`src/rtl/unidad_riesgos.sv`:
```
// Hazard detection and stall controller for the ID stage: load-use and branch-operand
// stalls, data-memory freeze with timeout, and saturating bubble/freeze counters.
module unidad_riesgos #(
    parameter int unsigned CNT_W       = 16,
    parameter int unsigned MEM_TIMEOUT = 64
) (
    input  logic             clk,
    input  logic             reset,
    input  logic [4:0]       RsId,
    input  logic [4:0]       RtId,
    input  logic             UsaRtId,
    input  logic             BranchId,
    input  logic             SaltoTomado,
    input  logic [4:0]       RdEx,
    input  logic             EscEx,
    input  logic             LeeMemEx,
    input  logic [4:0]       RdMem,
    input  logic             LeeMemMem,
    input  logic             MemReq,
    input  logic             MemListo,
    output logic             EscPC,
    output logic             EscIFID,
    output logic             BurbujaIDEX,
    output logic             LimpiarIFID,
    output logic             CongelarTodo,
    output logic [CNT_W-1:0] ContBurbujas,
    output logic [CNT_W-1:0] ContCongelado,
    output logic             ErrorMem
);

    typedef enum logic [1:0] {NORMAL, BURBUJA, MEM} estado_t;

    localparam int unsigned         WAIT_W     = $clog2(MEM_TIMEOUT + 1);
    localparam logic [WAIT_W-1:0]   ESPERA_MAX = WAIT_W'(MEM_TIMEOUT);
    localparam logic [WAIT_W-1:0]   ESPERA_ULT = WAIT_W'(MEM_TIMEOUT - 1);

    estado_t           estado, estadoSig, estadoEf;
    logic              pendiente, pendienteSig;
    logic [WAIT_W-1:0] contEspera;
    logic              lu, brEx, brMem, memEspera;

    function automatic logic usa(input logic [4:0] r, input logic [4:0] rs,
                                 input logic [4:0] rt, input logic usaRt);
        return (r != 5'd0) && ((r == rs) || (usaRt && (r == rt)));
    endfunction

    assign lu        = LeeMemEx && EscEx && usa(RdEx, RsId, RtId, UsaRtId);
    assign brEx      = BranchId && EscEx && usa(RdEx, RsId, RtId, UsaRtId);
    assign brMem     = BranchId && LeeMemMem && usa(RdMem, RsId, RtId, UsaRtId);
    assign memEspera = MemReq && !MemListo;

    // Leaving MEM behaves as if already in BURBUJA (pending) or NORMAL, in the same cycle.
    assign estadoEf = (estado == MEM) ? (pendiente ? BURBUJA : NORMAL) : estado;

    always_comb begin
        EscPC        = 1'b1;
        EscIFID      = 1'b1;
        BurbujaIDEX  = 1'b0;
        LimpiarIFID  = 1'b0;
        CongelarTodo = 1'b0;
        estadoSig    = NORMAL;
        pendienteSig = 1'b0;
        if (reset) begin
            estadoSig = NORMAL;
        end else if (memEspera) begin
            CongelarTodo = 1'b1;
            EscPC        = 1'b0;
            EscIFID      = 1'b0;
            estadoSig    = MEM;
            pendienteSig = (estadoEf == BURBUJA);
        end else if (estadoEf == BURBUJA) begin
            EscPC       = 1'b0;
            EscIFID     = 1'b0;
            BurbujaIDEX = 1'b1;
        end else if (lu || brEx || brMem) begin
            EscPC       = 1'b0;
            EscIFID     = 1'b0;
            BurbujaIDEX = 1'b1;
            estadoSig   = (BranchId && lu) ? BURBUJA : NORMAL;
        end else begin
            LimpiarIFID = SaltoTomado;
        end
    end

    always_ff @(posedge clk or posedge reset) begin
        if (reset) begin
            estado        <= NORMAL;
            pendiente     <= 1'b0;
            contEspera    <= '0;
            ErrorMem      <= 1'b0;
            ContBurbujas  <= '0;
            ContCongelado <= '0;
        end else begin
            estado    <= estadoSig;
            pendiente <= pendienteSig;
            if (!memEspera)
                contEspera <= '0;
            else if (contEspera != ESPERA_MAX)
                contEspera <= contEspera + 1'b1;
            if (memEspera && (contEspera == ESPERA_ULT))
                ErrorMem <= 1'b1;
            if (BurbujaIDEX && (ContBurbujas != '1))
                ContBurbujas <= ContBurbujas + 1'b1;
            if (CongelarTodo && (ContCongelado != '1))
                ContCongelado <= ContCongelado + 1'b1;
        end
    end

endmodule

```
`config.mk`:
```
export PLATFORM = sky130hd
export DESIGN_NAME = unidad_riesgos
export DESIGN_NICKNAME = d
export VERILOG_FILES = /design/src/rtl/unidad_riesgos.sv
export SDC_FILE = /design/constraint.sdc
export NUM_CORES = 1
export LEC_CHECK = 0
export CAP_MARGIN = 20
export CELL_PAD_IN_SITES_DETAIL_PLACEMENT = 2
export CELL_PAD_IN_SITES_GLOBAL_PLACEMENT = 2
export CORE_MARGIN = 3
export CORE_UTILIZATION = 32
export CTS_CLUSTER_SIZE = 40
export DETAILED_ROUTE_END_ITERATION = 8
export GPL_TIMING_DRIVEN = 0
export PLACE_DENSITY_LB_ADDON = 0.1
export SYNTH_ARGS = -nofsm -noshare
export SYNTH_HDL_FRONTEND = slang
export SYNTH_SLANG_ARGS = --single-unit
```
`constraint.sdc`:
```
create_clock -name clk -period 7.05 [get_ports clk]
set_clock_uncertainty 0.1 [all_clocks]
set_input_delay 2.115 -clock clk [delete_from_list [all_inputs] [get_ports clk]]
set_output_delay 2.115 -clock clk [all_outputs]
set_load 0.01 [all_outputs]
```
==> results.sh, run 1 <==
export IMPL_synth_area_sq_mm=0.00244
export IMPL_cpMostUsedCell="clkdlybuf4s50_1"
export IMPL_drtAntennaViolNets=0
export IMPL_drt_total_wl_um=6510
export IMPL_ys_types=43
export IMPL_syn_avg_cell_area_sq_um=10.3
export IMPL_io_buffers=67
export IMPL_grt_use_met2=0.263
export IMPL_cts_hold_buf=0
export IMPL_critPathMaxFanout=4
export IMPL_h_tree_depth=2
export IMPL_clk_pin_slew_ps=90
export IMPL_track_usage=0.164
export IMPL_yosys_area_top_type_share=0.441
export IMPL_rsz0062_at_grt="false"
export IMPL_hp_class="flip-flop to flip-flop"
export IMPL_slew_viol_final=0
export IMPL_syn_num_nets=270
export IMPL_slew_headroom=0.367
export IMPL_power_frac_seq=0.489
export IMPL_drt_pass1_iterations=4
export IMPL_clock_latency_ps=300
export IMPL_grt_ovfl_total=0
export IMPL_p_per_area_mw_per_mm2=184
export IMPL_max_freq_ghz=0.146
export IMPL_comb_power_share=0.242
export IMPL_ys_warn_count=0
export IMPL_io_pins=68
export IMPL_grt_use_met1=0.229
export IMPL_antenna_found_initial=0
export IMPL_worst_slew_pin_slew_ps=942
export IMPL_cp_arrival_ps=4620
export IMPL_grtUsageMet3=0.0282
export IMPL_drive_gt1_frac=0.121
export IMPL_synth_most_common_cell="dfrtp_1"
export IMPL_period_needed_ps=6840
export IMPL_dieWidth_um=93.3
export IMPL_synthArstFlopShare=1.00
export IMPL_layout_nets=346
export IMPL_cts_buffer_depth=2
export IMPL_start_util=0.333
export IMPL_die_h_um=93.3
export IMPL_grt_pass1_wl_um=11400
export IMPL_clock_sinks=43
export IMPL_vias_per_cell=4.96
export IMPL_top_usage_layer="met2"
export IMPL_drc=0
export IMPL_status="finished, final reports clean"
export IMPL_ys_seq_area_frac=0.441
export IMPL_critPathMaxStageDelay_ps=710
export IMPL_post_dp_hpwl_um=5110
export IMPL_clockPowerShare=0.269
export IMPL_drt_iter0_markers=46
export IMPL_core_sq_mm=0.00733
export IMPL_grt_pass1_vias=2241
export IMPL_critPathSlowestCell="or4_2"
export IMPL_dieArea_sq_mm=0.00870
export IMPL_yosys_top_cells_count="dfrtp_1, xor2_1, nand2_1, nor2_1, xnor2_1"
export IMPL_grt_max_degree=38
export IMPL_path_cells="clkdlybuf4s50_1 -> or4_2 -> o21ai_1 -> nor3_1 -> nor2_1 -> a21o_1 -> buf_4 -> clkdlybuf4s50_1"
export IMPL_fillerInstances=781
export IMPL_p_leak_nw=1.34
export IMPL_synthFlopType="dfrtp_1"
export IMPL_power_total_w=0.000617
export IMPL_dp_cells=404
export IMPL_crit_type="input pin to primary output"
export IMPL_ir_drop_v=0.000109
export IMPL_wl_per_cell_um=15.8
export IMPL_cp_required_ps=4840
export IMPL_cts_buffers=5
export IMPL_hold_ws_ps=381
export IMPL_period_share=0.970
export IMPL_setup_viol=0
export IMPL_p_int_w=0.000426
export IMPL_finalHoldViolCount=0
export IMPL_cp_start_kind="input pin"
export IMPL_synth_top_cell_by_area="dfrtp_1"
export IMPL_synthCells=236
export IMPL_diodes=0
export IMPL_gp_congestion=0.738
export IMPL_std_cell_rows=31
export IMPL_cp_end_kind="primary output"
export IMPL_synth_area_leaders="dfrtp_1, xor2_1, xnor2_1"
export IMPL_switching_share=0.310
export IMPL_cts_tree="yes"
export IMPL_p_sw_w=0.000191
export IMPL_ys_ff_latch=43
export IMPL_vias=2045
export IMPL_max_cap_violations=0
export IMPL_cts_post_setup_buffers_inserted=0
export IMPL_stdcell_count=412
export IMPL_synthToLayoutAreaGrowth_pct=37.7
export IMPL_synth_edff_count=0
export IMPL_cts_root_buf="clkbuf_8"
==> worst max-delay path, delay by kind of cell <==
family / cells / cell delay, ps
AND/OR/NAND/NOR: 3 / 960
buffers and inverters: 3 / 1090
AO/OA/AOI/OAI: 2 / 450
==> power groups by stage <==
stage / Combinational, W / Clock [W] / Sequential (W)
2_1_floorplan: 0.0000537 / 0 / 0.000311
3_3_place_gp: 0.000145 / 0 / 0.000306
3_5_place_dp: 0.000151 / 0 / 0.000307
4_1_cts: 0.000153 / 0.000176 / 0.000303
5_1_grt: 0.000167 / 0.000183 / 0.000308
6_report: 0.000149 / 0.000166 / 0.000302
==> per-layer routing <==
| layer | part of all wire | vias up |
|---|---|---|
| met5 | 0 | - |
| met4 | 0.0097 | 0 |
| met3 | 0.037 | 6 |
| met2 | 0.48 | 43 |
| met1 | 0.47 | 1019 |
| li1 | - | 977 |
==> sequential cells by signal, summed over array words and instances, names as in the netlist <==
name and cells:
ContBurbujas 16, ContCongelado 16, estado 2, ErrorMem 1, pendiente 1, contEspera 7
==> cells in the final DEF (no fill, tap or decap), types with 2 or more instances in the layout <==
cell,count
a32oi_1,2
and4_1,2
nand4_1,6
nor4_1,2
xnor2_1,17
inv_1,9
clkbuf_8,5
a211oi_2,8
nand2_1,19
xor2_1,35
dfrtp_1,43
nor3_1,7
mux2i_1,2
clkdlybuf4s50_1,67
nor2_1,19
mux2_2,3
or3_1,2
a21oi_1,3
o21ai_0,3
nand3_1,16
clkinvlp_4,2
ha_1,4
buf_2,2
and3_1,5
nor4_2,2
or4_4,2
a2111oi_2,3
==> area by class of cell <==
type | instances | area, sq um | share of cell area
Clock buffer | 5 | 68.8 | 0.0205
Inverter | 10 | 40.0 | 0.0119
Tap cell | 99 | 124 | 0.0369
Timing Repair Buffer | 69 | 701 | 0.209
Multi-Input combinational cell | 178 | 1290 | 0.385
Buffer | 5 | 32.5 | 0.00969
Sequential cell | 43 | 1080 | 0.320
Clock inverter | 3 | 23.8 | 0.00708
==> worst paths after layout <==
| kind | from | endpoint | slack (ps) | depth (start not counted) |
|---|---|---|---|---|
| max in group asynchronous | reset | ContBurbujas[15] | 4390 | 3 |
| hold / removal | ErrorMem | ErrorMem | 380 | 2 |
| setup reg to reg | ContBurbujas[10] | ContBurbujas[15] | 4510 | 7 |
| hold reg to reg | ErrorMem | ErrorMem | 380 | 2 |
| setup / recovery | RdEx[0] | EscPC | 210 | 8 |
| min in group asynchronous | reset | ContCongelado[14] | 2040 | 2 |
==> metrics by stage <==
| step | setup WS (ps) | instance area (sq um) | setup TNS, ps | util |
|---|---|---|---|---|
| 6_report | 212 | 3360 | 0 | 0.458 |
| 2_1_floorplan | 746 | 2440 | 0 | - |
| 4_1_cts | 102 | 3360 | 0 | 0.458 |
| 3_5_place_dp | 112 | 3260 | 0 | 0.445 |
| 3_3_place_gp | -873 | 3230 | -1070 | 0.441 |
| 5_1_grt | 23.7 | 3360 | 0 | 0.458 |
==> repair_timing <==
action | 4_1_cts | 5_1_grt
gates resized for setup | 0 | 1
endpoints found under the hold margin | 0 | 0
endpoints found under the setup margin | 0 | 1
==> kinds of logic after synthesis <==
kind of cell,synth area share
multiplexers,0.0267
XOR/XNOR,0.187
adder cells (fa/ha/maj),0.0205
buffers and inverters,0.0287
AND/OR/NAND/NOR,0.195
AO/OA/AOI/OAI,0.101
flip-flops,0.441
No activity file was read; power rests on OpenSTA's default activity.
==> inputs of run 2 (changes only) <==
- CORE_ASPECT_RATIO: default -> 1.25
- CORE_UTILIZATION: 32 -> 33
- CTS_BUF_LIST: default -> sky130_fd_sc_hd__clkbuf_8
==> run 2 against run 1 <==
Effect of this change: clock power rose by 20%; largest power group unchanged; critical path depth fell by 1; wire length rose by 5.1%; worst setup slack got worse by 36 ps; global-route usage rose by 0.13 points; power rose by 5.6%.
==> results.sh, run 2 (synthesized netlist as in run 1, its figures left out) <==
export IMPL_status="finished, final reports clean"
export IMPL_slew_headroom=0.402
export IMPL_ir_drop_v=0.000130
export IMPL_final_cell_mix="clkdlybuf4s50_1, dfrtp_1, xor2_1, nor2_1, nand2_1"
export IMPL_drc=0
export IMPL_cts_buffer_depth=2
export IMPL_rrSetupSlack_ps=4480
export IMPL_place_area_sq_mm=0.00325
export IMPL_slew_viol_final=0
export IMPL_start_util=0.345
export IMPL_h_tree_depth=2
export IMPL_max_cap_violations=0
export IMPL_track_usage=0.165
export IMPL_cts_resized_gates=0
export IMPL_critPathSlowestCell="or4_1"
export IMPL_clock_sinks=43
export IMPL_postLayoutCellArea_sq_mm=0.00336
export IMPL_gp_congestion=0.763
export IMPL_met3WireLength_um=179
export IMPL_p_int_w=0.000460
export IMPL_switching_share=0.293
export IMPL_rsz0062_at_grt="false"
export IMPL_antenna_found_initial=0
export IMPL_power_frac_seq=0.463
export IMPL_io_pins=68
export IMPL_hold_depth=2
export IMPL_p_leak_nw=1.36
export IMPL_rr_startpoint="ContBurbujas[10]"
export IMPL_diodes=0
export IMPL_max_freq_ghz=0.145
export IMPL_final_common_cell="clkdlybuf4s50_1"
export IMPL_grt_max_degree=42
export IMPL_period_share=0.975
export IMPL_grt_pass1_vias=2258
export IMPL_hp_start="ErrorMem"
export IMPL_cts_hold_buf=0
export IMPL_crit_type="input pin to primary output"
export IMPL_post_route_util=0.476
export IMPL_cp_required_ps=4840
export IMPL_die_h_um=102
export IMPL_dieArea_sq_mm=0.00846
export IMPL_layout_nets=346
export IMPL_critPathMaxStageDelay_ps=600
export IMPL_grt_pass1_wl_um=11300
export IMPL_rr_endpoint="ContBurbujas[15]"
export IMPL_drive_gt1_frac=0.121
export IMPL_drt_total_wl_um=6840
export IMPL_maxUsedRoutingLayer="met4"
export IMPL_cp_end_kind="primary output"
export IMPL_cp_start_kind="input pin"
export IMPL_vias=2043
export IMPL_drt_iter0_markers=20
export IMPL_io_buffers=67
export IMPL_setup_viol=0
export IMPL_whs_endpoint="ErrorMem"
export IMPL_power_total_w=0.000651
export IMPL_met1_length_um=2870
export IMPL_grt_ovfl_total=0
export IMPL_std_cell_rows=34
export IMPL_drtAntennaViolNets=0
export IMPL_dr_wl_met2_um=3660
export IMPL_cts_tree="yes"
export IMPL_post_dp_hpwl_um=5300
export IMPL_synthToLayoutAreaGrowth_pct=37.8
export IMPL_core_sq_mm=0.00706
export IMPL_vias_per_cell=5.07
export IMPL_worst_slew_pin_slew_ps=890
export IMPL_clk_pin_slew_ps=90
export IMPL_period_needed_ps=6870
export IMPL_wl_per_cell_um=17.0
export IMPL_top_regs="ContBurbujas: 16 flops, ContCongelado: 16 flops, contEspera: 7 flops"
export IMPL_cts_root_buf="clkbuf_8"
export IMPL_clock_latency_ps=300
export IMPL_cts_post_setup_buffers_inserted=0
export IMPL_comb_power_share=0.229
export IMPL_p_sw_w=0.000191
export IMPL_critPathMaxFanout=10
export IMPL_clockPowerShare=0.308
export IMPL_p_per_area_mw_per_mm2=194
export IMPL_finalHoldViolCount=0
export IMPL_dieWidth_um=82.9
export IMPL_cpMostUsedCell="clkdlybuf4s50_1"
export IMPL_cp_arrival_ps=4660
export IMPL_hp_class="flip-flop to flip-flop"
export IMPL_path_cells="clkdlybuf4s50_1 -> or4_1 -> o211ai_1 -> o31a_2 -> buf_2 -> nand2_1 -> clkdlybuf4s50_1"
export IMPL_cts_buffers=5
export IMPL_tns_ps=0
export IMPL_rr_worst_depth=7
export IMPL_drt_pass1_iterations=4
==> run 2: cell types whose count changed in the layout (fill, tap and decap cells not counted), sizes merged <==
cell / before / now
clkinv: 0 / 2
buf: 5 / 6
inv: 11 / 10
clkdlybuf4s18: 1 / 0
bufinv: 0 / 1
clkinvlp: 2 / 0
==> run 2: power by group through the flow <==
stage / logic, W / registers, W / clock network (W)
after floorplan: 0.0000537 / 0.000311 / 0
after global placement: 0.000145 / 0.000306 / 0
after detailed placement: 0.000151 / 0.000306 / 0
after CTS: 0.000152 / 0.000302 / 0.000209
after global routing: 0.000164 / 0.000308 / 0.000217
final: 0.000149 / 0.000302 / 0.000200
==> run 2: worst max path at each step <==
stage | start | depth (start not counted) | to
finish | RdMem[1] | 7 | BurbujaIDEX
global route | RdEx[0] | 8 | EscPC
CTS | RdMem[1] | 7 | BurbujaIDEX
detailed placement | reset | 9 | BurbujaIDEX
global placement | reset | 7 | BurbujaIDEX
floorplan | reset | 6 | BurbujaIDEX
==> run 2: critical path: cells and delay by family <==
kind            cells  cell delay [ps]
buf+inv             3             1290
compound gates      2              550
simple gates        2              700
==> run 2: metrics by stage <==
step | setup WS, ps | cells | hold slack, ps
after floorplan | 746 | 236 | 363
after global placement | -832 | 393 | 362
after detailed placement | 189 | 395 | 366
after CTS | 166 | 403 | 388
after global routing | 73.7 | 403 | 417
final | 176 | 403 | 382
==> run 2: layout make-up <==
type / count / area [sq um]
flip-flops and latches: 43 / 1080
plain buffers: 5 / 32.5
repair buffers: 69 / 696
clock inverters: 3 / 43.8
fillers: 780 / 3700
multi-input cells: 178 / 1290
well taps: 90 / 113
inverters: 10 / 37.5
clock buffers: 5 / 68.8
==> run 2: layer usage <==
metal	track usage	vias to the layer above
met3	0.0274	10
met4	0.0541	0
met5	0	-
li1	-	977
met2	0.316	39
met1	0.188	1017
